[config.mk]
export PLATFORM = sky130hd
export DESIGN_NAME = jtcop_bac06_draw
export DESIGN_NICKNAME = d
export VERILOG_FILES = /design/src/rtl/jtcop_pkg.sv /design/src/rtl/jtcop_bac06_lbuf.sv /design/src/rtl/jtcop_bac06_draw.sv
export SDC_FILE = /design/constraint.sdc
export NUM_CORES = 2
export LEC_CHECK = 0
export CORE_MARGIN = 4
export CORE_UTILIZATION = 25
export DETAILED_ROUTE_END_ITERATION = 10
export PLACE_DENSITY_LB_ADDON = 0.25
export SYNTH_ARGS = -nofsm -noshare
export SYNTH_HDL_FRONTEND = slang
export SYNTH_SLANG_ARGS = --single-unit
[constraint.sdc]
create_clock -name clk -period 23.9 [get_ports clk]
set_input_delay 2.39 -clock clk [delete_from_list [all_inputs] [get_ports clk]]
set_output_delay 2.39 -clock clk [all_outputs]
set_load 0.01 [all_outputs]
[src/rtl/jtcop_pkg.sv]
// Shared definitions for the BAC06 playfield renderer.
// Holds the render FSM state encoding, tilemap word field positions and
// the tilemap geometry (64 columns x 32 rows of 16x16 tiles).
package jtcop_pkg;

    // Tilemap geometry in tiles
    localparam int unsigned MAP_COLS = 64;
    localparam int unsigned MAP_ROWS = 32;

    // Tilemap word fields: [15:12] palette, [11:0] tile code
    localparam int unsigned MAP_PAL_MSB  = 15;
    localparam int unsigned MAP_PAL_LSB  = 12;
    localparam int unsigned MAP_CODE_MSB = 11;
    localparam int unsigned MAP_CODE_LSB = 0;

    // Per-line render sequencer
    typedef enum logic [2:0] {
        ST_IDLE = 3'd0,
        ST_MAP  = 3'd1,
        ST_MAPW = 3'd2,
        ST_REQ  = 3'd3,
        ST_DRAW = 3'd4
    } draw_state_e;

endpackage

[src/rtl/jtcop_bac06_lbuf.sv]
// Double line buffer for the BAC06 renderer.
// 512x8 memory split in two 256-pixel halves selected by bank. The render
// side writes half 'bank'; the display side reads half '~bank' at
// hdump[7:0] on pxl_cen. bank toggles on every line start.
// Ports:
//   clk, rst_n        clock, async active-low reset
//   start             line-start pulse (swaps halves)
//   we, waddr, wdata  render write port
//   pxl_cen, hdump    display read side
//   pxl               registered pixel output, BLANK_PXL when hdump[8]=1
module jtcop_bac06_lbuf #(
    parameter logic [7:0] BLANK_PXL = 8'h00
) (
    input  logic       clk,
    input  logic       rst_n,
    input  logic       start,
    input  logic       we,
    input  logic [7:0] waddr,
    input  logic [7:0] wdata,
    input  logic       pxl_cen,
    input  logic [8:0] hdump,
    output logic [7:0] pxl
);

    logic [7:0] mem [512];
    logic       bank;

    // Bank swap on every line start
    always_ff @(posedge clk or negedge rst_n) begin
        if (!rst_n) begin
            bank <= 1'b0;
        end else if (start) begin
            bank <= ~bank;
        end
    end

    // Render-side write
    always_ff @(posedge clk) begin
        if (we) begin
            mem[{bank, waddr}] <= wdata;
        end
    end

    // Display-side read, blanked outside the 256 visible pixels
    always_ff @(posedge clk or negedge rst_n) begin
        if (!rst_n) begin
            pxl <= 8'h00;
        end else if (pxl_cen) begin
            pxl <= hdump[8] ? BLANK_PXL : mem[{~bank, hdump[7:0]}];
        end
    end

endmodule

[src/rtl/jtcop_bac06_draw.sv]
// Per-line tile renderer for one BAC06 playfield layer.
// On start it walks the tilemap row at (vrender + vscr), fetching TILES
// map words and four 4bpp ROM words per tile, and writes 256 pixels into
// the render half of a double line buffer; the other half is shown.
// Optional feature: define JTCOP_BAC06_FLIP_EN to honour 'flip'
// (mirrored buffer writes, inverted vrender). Otherwise flip is ignored.
// Ports:
//   clk, rst_n, pxl_cen            clock, async reset, pixel enable
//   start, vrender, hscr, vscr     line start and scroll inputs
//   hdump, flip                    display position, screen flip
//   map_addr / map_data            tilemap RAM read (1 clk latency)
//   rom_cs / rom_addr / rom_data / rom_ok   graphics ROM handshake
//   busy                           high while rendering
//   pxl                            {palette, colour} for hdump
module jtcop_bac06_draw
    import jtcop_pkg::*;
#(
    parameter int unsigned TILES     = 17,
    parameter logic [7:0]  BLANK_PXL = 8'h00
) (
    input  logic        clk,
    input  logic        rst_n,
    input  logic        pxl_cen,
    input  logic        start,
    input  logic [8:0]  vrender,
    input  logic [8:0]  hdump,
    input  logic [9:0]  hscr,
    input  logic [8:0]  vscr,
    input  logic        flip,
    output logic [10:0] map_addr,
    input  logic [15:0] map_data,
    output logic        rom_cs,
    output logic [17:0] rom_addr,
    input  logic [15:0] rom_data,
    input  logic        rom_ok,
    output logic        busy,
    output logic [7:0]  pxl
);

    localparam int unsigned COL_W = $clog2(MAP_COLS);
    localparam int unsigned ROW_W = $clog2(MAP_ROWS);
    localparam int unsigned T_W   = 5;

    draw_state_e      st, st_nxt;
    logic [T_W-1:0]   t, t_nxt;
    logic [1:0]       word, word_nxt;
    logic [1:0]       pcnt, pcnt_nxt;
    logic             req_first, req_first_nxt;
    logic [3:0]       pal, pal_nxt;
    logic [11:0]      code, code_nxt;
    logic [15:0]      pix, pix_nxt;
    logic [ROW_W-1:0] row, row_nxt;
    logic [3:0]       tile_y, tile_y_nxt;
    logic [COL_W-1:0] col0, col0_nxt;
    logic [3:0]       fine, fine_nxt;
    logic [10:0]      map_addr_nxt;
    logic             rom_cs_nxt;
    logic [17:0]      rom_addr_nxt;
    logic             busy_nxt;

    logic [8:0]       vr_c;
    logic [8:0]       y_c;
    logic [T_W-1:0]   t_inc_c;
    logic [9:0]       bx_c;
    logic [3:0]       colour_c;
    logic             we_c;
    logic [7:0]       waddr_c;

`ifdef JTCOP_BAC06_FLIP_EN
    assign vr_c = flip ? ~vrender : vrender;
`else
    logic unused_flip;
    assign unused_flip = flip;
    assign vr_c        = vrender;
`endif

    // Scrolled line position, wraps over the 512-pixel map height
    assign y_c     = vr_c + vscr;
    assign t_inc_c = t + T_W'(1);

    // Buffer position of the current pixel: 16*t + p - fine scroll
    assign bx_c = {1'b0, t, 4'b0000} + {6'b0, word, pcnt} - {6'b0, fine};

    always_comb begin
        colour_c = 4'h0;
        case (pcnt)
            2'd0:    colour_c = pix[15:12];
            2'd1:    colour_c = pix[11:8];
            2'd2:    colour_c = pix[7:4];
            default: colour_c = pix[3:0];
        endcase
    end

    // Only pixels landing in 0..255 are stored (negative or >255 have bit 9/8 set)
    assign we_c = (st == ST_DRAW) && (bx_c[9:8] == 2'b00) && !start;

`ifdef JTCOP_BAC06_FLIP_EN
    assign waddr_c = flip ? ~bx_c[7:0] : bx_c[7:0];
`else
    assign waddr_c = bx_c[7:0];
`endif

    // Next-state and output logic
    always_comb begin
        st_nxt        = st;
        t_nxt         = t;
        word_nxt      = word;
        pcnt_nxt      = pcnt;
        req_first_nxt = req_first;
        pal_nxt       = pal;
        code_nxt      = code;
        pix_nxt       = pix;
        row_nxt       = row;
        tile_y_nxt    = tile_y;
        col0_nxt      = col0;
        fine_nxt      = fine;
        map_addr_nxt  = map_addr;
        rom_cs_nxt    = rom_cs;
        rom_addr_nxt  = rom_addr;

        if (start) begin
            // A start always restarts the line, even mid-render
            st_nxt       = ST_MAP;
            t_nxt        = '0;
            row_nxt      = y_c[8:4];
            tile_y_nxt   = y_c[3:0];
            col0_nxt     = hscr[9:4];
            fine_nxt     = hscr[3:0];
            map_addr_nxt = {y_c[8:4], hscr[9:4]};
            rom_cs_nxt   = 1'b0;
        end else begin
            case (st)
                ST_IDLE: begin
                    st_nxt = ST_IDLE;
                end
                ST_MAP: begin
                    st_nxt = ST_MAPW;
                end
                ST_MAPW: begin
                    pal_nxt       = map_data[MAP_PAL_MSB:MAP_PAL_LSB];
                    code_nxt      = map_data[MAP_CODE_MSB:MAP_CODE_LSB];
                    word_nxt      = 2'd0;
                    rom_cs_nxt    = 1'b1;
                    rom_addr_nxt  = {map_data[MAP_CODE_MSB:MAP_CODE_LSB], tile_y, 2'd0};
                    req_first_nxt = 1'b1;
                    st_nxt        = ST_REQ;
                end
                ST_REQ: begin
                    // rom_ok on the first request cycle belongs to an older access
                    req_first_nxt = 1'b0;
                    if (rom_ok && !req_first) begin
                        pix_nxt    = rom_data;
                        rom_cs_nxt = 1'b0;
                        pcnt_nxt   = 2'd0;
                        st_nxt     = ST_DRAW;
                    end
                end
                ST_DRAW: begin
                    pcnt_nxt = pcnt + 2'd1;
                    if (pcnt == 2'd3) begin
                        if (word != 2'd3) begin
                            word_nxt      = word + 2'd1;
                            rom_cs_nxt    = 1'b1;
                            rom_addr_nxt  = {code, tile_y, word + 2'd1};
                            req_first_nxt = 1'b1;
                            st_nxt        = ST_REQ;
                        end else if (t != T_W'(TILES - 1)) begin
                            t_nxt        = t_inc_c;
                            map_addr_nxt = {row, col0 + {1'b0, t_inc_c}};
                            st_nxt       = ST_MAP;
                        end else begin
                            st_nxt = ST_IDLE;
                        end
                    end
                end
                default: begin
                    st_nxt = ST_IDLE;
                end
            endcase
        end

        busy_nxt = (st_nxt != ST_IDLE);
    end

    // State and output registers
    always_ff @(posedge clk or negedge rst_n) begin
        if (!rst_n) begin
            st        <= ST_IDLE;
            t         <= '0;
            word      <= 2'd0;
            pcnt      <= 2'd0;
            req_first <= 1'b0;
            pal       <= 4'h0;
            code      <= 12'h000;
            pix       <= 16'h0000;
            row       <= '0;
            tile_y    <= 4'h0;
            col0      <= '0;
            fine      <= 4'h0;
            map_addr  <= 11'h000;
            rom_cs    <= 1'b0;
            rom_addr  <= 18'h00000;
            busy      <= 1'b0;
        end else begin
            st        <= st_nxt;
            t         <= t_nxt;
            word      <= word_nxt;
            pcnt      <= pcnt_nxt;
            req_first <= req_first_nxt;
            pal       <= pal_nxt;
            code      <= code_nxt;
            pix       <= pix_nxt;
            row       <= row_nxt;
            tile_y    <= tile_y_nxt;
            col0      <= col0_nxt;
            fine      <= fine_nxt;
            map_addr  <= map_addr_nxt;
            rom_cs    <= rom_cs_nxt;
            rom_addr  <= rom_addr_nxt;
            busy      <= busy_nxt;
        end
    end

    jtcop_bac06_lbuf #(
        .BLANK_PXL (BLANK_PXL)
    ) u_lbuf (
        .clk     (clk),
        .rst_n   (rst_n),
        .start   (start),
        .we      (we_c),
        .waddr   (waddr_c),
        .wdata   ({pal, colour_c}),
        .pxl_cen (pxl_cen),
        .hdump   (hdump),
        .pxl     (pxl)
    );

endmodule

### Word level (Yosys, flattened, before mapping)

Memories as Yosys holds them, arrays and structs flattened.
Index checks and enable logic that the tools add are counted.

* register bits after elaboration: 104
* bits in latches: 0
* memory bits (writable): 4096
* bits in read-only memories: 0
* logic and storage cells: 100
* memories kept: 1

Memory list
* u_lbuf.mem: words 512, bits a word 8, read ports 1, clocked after Yosys merged registers in 0, wr ports 1, line jtcop_bac06_lbuf.sv:25 `logic [7:0] mem [512];`

* $add $sub $neg: 7
* $mul: 0
* divide/modulo/power cells: 0
* order comparisons: 0
* equal/unequal tests: 16
* shift operators: 0
* multiplexer cells: 34
* bitwise gates (word level): 2
* reduce and logical (&&, ||, !) cells: 22

Operators by type and width (count)
* 11-bit two-way mux: 5
* 18-bit two-way mux: 2
* 18-bit case mux with 2 select lines: 1
* 5-bit two-way mux: 5
* 4-bit AND reduction: 4
* 3-bit case mux with 4 select lines: 1
* 4-bit case mux with 3 select lines: 1
* 9-bit by 4-bit adder with 10-bit output: 1
* 2-bit nonzero test: 5
* 10-bit by 4-bit subtractor with 10-bit output: 1
* 9-bit adder: 1
* 3-bit two-way mux: 3
* 2-bit two-way mux: 4
* 8-bit two-way mux: 1
* 2-bit case mux with 2 select lines: 2
* 1-bit two-way mux: 7
* 6-bit by 5-bit adder with 6-bit output: 1
* 3-bit by 2-bit == test with 1-bit output, second input constant: 2
* 2-bit inequality test, second input constant: 3
* 3-bit by 2-bit inequality test with 1-bit output, second input constant: 2
* 1-bit case mux with 3 select lines: 2
* 3-bit AND reduction: 2
* 3-bit nonzero test: 2
* 5-bit by 1-bit adder with 5-bit output, second input constant: 1
* 14 further kinds: 22

### Logic depth before layout (Yosys ltp)

* depth after elaboration: 7
* mapped depth: 14
* gate-level depth less buffers: 11

### Modules after synthesis

From an unflattened synthesis, not the netlist that was laid out.

* cells, all modules: 7784
* area, all modules: 164061.1 µm²

By module, submodules not included
* jtcop_bac06_lbuf: times used 1, cells each 7354, area each 159230.2 µm², seq. area each 123223.2 µm²
* jtcop_bac06_draw: times used 1, cells each 430, area each 4830.9 µm², seq. area each 2327.2 µm²

### Worst setup path before layout

No wires, ideal clock.

* path kind: reg2reg
* start point: register pcnt[1]
* end point: memory u_lbuf.mem[0][0] (data pin)
* library setup time: 3.058 ns
* arrival: 15.152 ns
* data required time: 20.842 ns
* slack: 5.689 ns
* stages on the path, launching flop included: 4
* path buffers: 1
* cell sequence: dfrtp_1 ha_1 clkbuf_1 mux2i_1

* word-level cells in the longest chain between the ends: 2
* elaborated cells on any way between the ends: 4

RTL lines
* from (decl): line jtcop_bac06_draw.sv:47 `logic [1:0] pcnt, pcnt_nxt;`
* from (signal assigned): line jtcop_bac06_draw.sv:208 `pcnt <= pcnt_nxt;`
* 2-bit == test (tied with other cells): line jtcop_bac06_draw.sv:86 `case (pcnt)`
* 4-bit case mux with 3 select lines *: line jtcop_bac06_draw.sv:86
* net colour_c[0]: line jtcop_bac06_draw.sv:65 `logic [3:0] colour_c;`
* to (decl): line jtcop_bac06_lbuf.sv:25

The timed path passes the listed nets; every way through them passes the cells marked *.

### Final worst setup path

* start point: input port hdump[0]
* end point: register u_lbuf.pxl[6]

* word-level cells in the longest chain between the ends: 2

RTL lines
* from (decl): line jtcop_bac06_draw.sv:26 `input logic [8:0] hdump,`
* memory read 512 x 8 bit
* 8-bit two-way mux: line jtcop_bac06_lbuf.sv:49 `pxl <= hdump[8] ? BLANK_PXL : mem[{~bank, hdump[7:0]}];`
* to (signal assigned): line jtcop_bac06_lbuf.sv:49
* to (decl): line jtcop_bac06_lbuf.sv:22 `output logic [7:0] pxl`

No other way between the ends.
A chain may end at the register's enable or synchronous reset.

==> flow_summary.toml <==
[outcome]
status = "finished, final reports clean"

[synthesis]
synth-xor-area-share = 0.00150
synth-compound-area-share = 0.0287
synth_flop_cell = "edfxtp_1"
muxShareOfSynthArea = 0.160
ys_warn_count = 0
synthArstFlopShare = 0.0243
synth_edf_count = 4096
syn_inst = 7800
ys_seq_elements = 4198
synth.net_count = 7904
syn-cell-area_um2 = 164000
ys_types = 64
postSynthAreaPerCell_um2 = 21.0
synth-simple-area-share = 0.0244
synth_top_family_by_area = "multiplexers"
ys_seq_area_frac = 0.767
synthAdderAreaFrac = 0.00235

[power_and_ir_drop]
ir_drop_mv = 0.115
p_seq_frac = 0.516
clock_power_share = 0.359
switching_share = 0.265
p_switching_mw = 4.90
comb_power_share = 0.125
p_leak_nw = 57.7
p_int_mw = 13.6
p_total_mw = 18.5
powerDensity_nw_per_um2 = 98.0

[run]
drv_cap = 0

[place]
hpwl_um = 276000
io_buffer_count = 112
gp_congestion = 0.782

[setup_path]
critical-path-max-stage-delay_ns = 0.88
reg2reg_from = "pcnt[0]"
critPathTopFamily = "buffers and inverters"
crit_path_start = "hdump[0]"
cp.buffers_inverters = 6
path_max_fanout = 79
critPathCaptureType = "flop"
critPathLaunchType = "input port"
cp.arrival_ns = 9.70
cp_common_cell = "buf_4"
critical_path.slowest_cell = "buf_4"
required_ns = 24.75
crit_chain = "buf_16, buf_4, buf_4, buf_4, buf_4, buf_4, nand2b_1, o211ai_1, o211ai_1, o21ai_0, o31ai_1, or3_1, nand3_1"
criticalPathCategory = "input port to flop"

[clock_network]
hold_buffers = 0
post_cts_buffers = 0
htree_levels = 5
ctsResizeCount = 0
cts_buffers = 441
clock_sinks = 4198
clk_path_buf_depth = 4
cts_root_buf = "clkbuf_16"
tritoncts = "built"
clkTransAtPathRegs_ns = 0.06
clk_latency_ns = 1.00

[floorplan]
dieArea_um2 = 668000
row_count = 296
core-area_um2 = 651000
start_util = 0.251
dieWidth_um = 817
die_h_um = 817
io_pins = 114

[timing]
min_period_over_period = 0.370
setup_viol = 0
worst-slew-pin-transition_ns = 1.45
slew-limit-headroom = 0.0300
layout_min_cycle_time_ns = 8.85
holdWs_ns = 0.500
slew_violations = 0
setup_tns_ns = 0
rsz0062_at_grt = "false"
skew_ns = 0.0736
fmax_mhz = 113
timing.final.hold_violations = 0

[drt]
wl_um = 461000
vias_per_cell = 4.65
first_iter_violations = 8074
vias = 79400
drt_pre_antenna_iters = 8
drc_errors = 0
ant_nets = 0
routedWlPerCell_um = 27.0

[global_route]
grt_max_degree = 200
grt_pass1_wl_um = 647000
antenna_found_initial = 27
grt_pass1_vias = 82700
grt_usage = 0.134
grt_overflow = 0

[worst_hold_path]
min_path_type = "flop to flop"
worstHoldStart = "row[4]"

[layout]
area_growth_pct = 15.4
layout_common_cells = "edfxtp_1 (4096), mux4_2 (947), nor2_1 (578)"
final_common_cell = "edfxtp_1"
drive_gt1_frac = 0.221
nets = 8167
-- worst paths after layout --
path,cells after the start,slack [ns],endpoint
max,13,15.05,u_lbuf.pxl[6]
min,2,0.50,row[4]
max reg2reg,12,18.13,u_lbuf.mem[19][3]
min reg2reg,2,0.50,row[4]
max in group asynchronous,2,21.18,pal[3]
min in group asynchronous,1,1.44,rom_addr[7]
-- registers in the layout (all words and copies together) (netlist names), 2 cells and up --
signal / count
rom_addr: 18
fine: 4
row: 5
u_lbuf.pxl: 8
map_addr: 11
pix: 16
pcnt: 2
tile_y: 4
col0: 6
code: 12
st: 3
pal: 4
t: 5
u_lbuf.mem: 4096
-- area by class of cell --
| class | count | area (um2) |
|---|---|---|
| fillers | 63600 | 462000 |
| flip-flops and latches | 4198 | 126000 |
| multi-input cells | 3098 | 35800 |
| clock buffers | 534 | 11400 |
| well taps | 8642 | 10800 |
| repair buffers | 291 | 2630 |
| clock inverters | 269 | 2430 |
| inverters | 33 | 139 |
| diodes | 11 | 27.5 |
-- kinds of logic after synthesis --
kind of cell / Yosys count
flops: 4198
fa+ha+maj: 29
compound gates: 667
buf+inv: 504
xor+xnor: 28
mux: 1423
simple gates: 951
-- metrics by stage --
step / setup WS (ns) / utilization / instance area, um2 / cells
floorplan: 5.69 / - / 164000 / 7800
global placement: 14.00 / 0.269 / 175000 / 16300
detailed placement: 13.96 / 0.269 / 175000 / 16300
CTS: 15.01 / 0.290 / 189000 / 17100
global route: 14.63 / 0.290 / 189000 / 17100
finish: 15.05 / 0.290 / 189000 / 17100
-- worst min-delay path, stage by stage, from the launching register on --
cell	delay (ns)
dfrtp_1	0.35
nor2_1	0.04
nor2_1	0.07
-- metal layers --
layer / share of wire / GRT usage / vias to the layer above
met2: 0.49 / 0.228 / 2384
met4: 0.026 / 0.0327 / 8
li1: - / - / 33100
met1: 0.42 / 0.178 / 43300
met5: 0.00011 / 0 / -
met3: 0.058 / 0.0226 / 590
-- synthesized netlist by cell type, types with 10 or more instances --
library cell / n / area (um2)
edfxtp_1: 4096 / 123000
mux4_2: 947 / 21300
nor2_1: 587 / 2200
mux2i_1: 420 / 4200
clkbuf_1: 247 / 927
a21oi_1: 155 / 776
nand2_1: 147 / 552
o221ai_1: 135 / 1180
o22ai_1: 111 / 694
dfrtp_1: 102 / 2550
nor3_1: 80 / 400
buf_2: 74 / 370
mux2_2: 56 / 631
buf_6: 52 / 586
buf_4: 47 / 353
buf_1: 45 / 169
o21ai_0: 42 / 210
a22oi_1: 40 / 300
a221oi_1: 39 / 342
nand4_1: 37 / 231
nand3_1: 33 / 165
inv_1: 31 / 116
a211oi_1: 30 / 225
ha_1: 26 / 325
xnor2_1: 21 / 184
a32o_1: 15 / 150
nand2b_1: 15 / 93.8
and2_1: 11 / 68.8
nor2b_1: 11 / 68.8
o211ai_1: 10 / 75.1
-- power groups by stage --
| stage | Clock [mW] | Sequential (mW) | Combinational [mW] |
|---|---|---|---|
| 4_1_cts | 6.81 | 9.54 | 2.40 |
| 3_5_place_dp | 0 | 9.69 | 2.41 |
| 5_1_grt | 7.13 | 9.55 | 2.50 |
| 2_1_floorplan | 0 | 10.9 | 0.850 |
| 6_report | 6.64 | 9.54 | 2.32 |
| 3_3_place_gp | 0 | 9.68 | 2.27 |
Note: power is estimated with default switching activity, not from simulation.
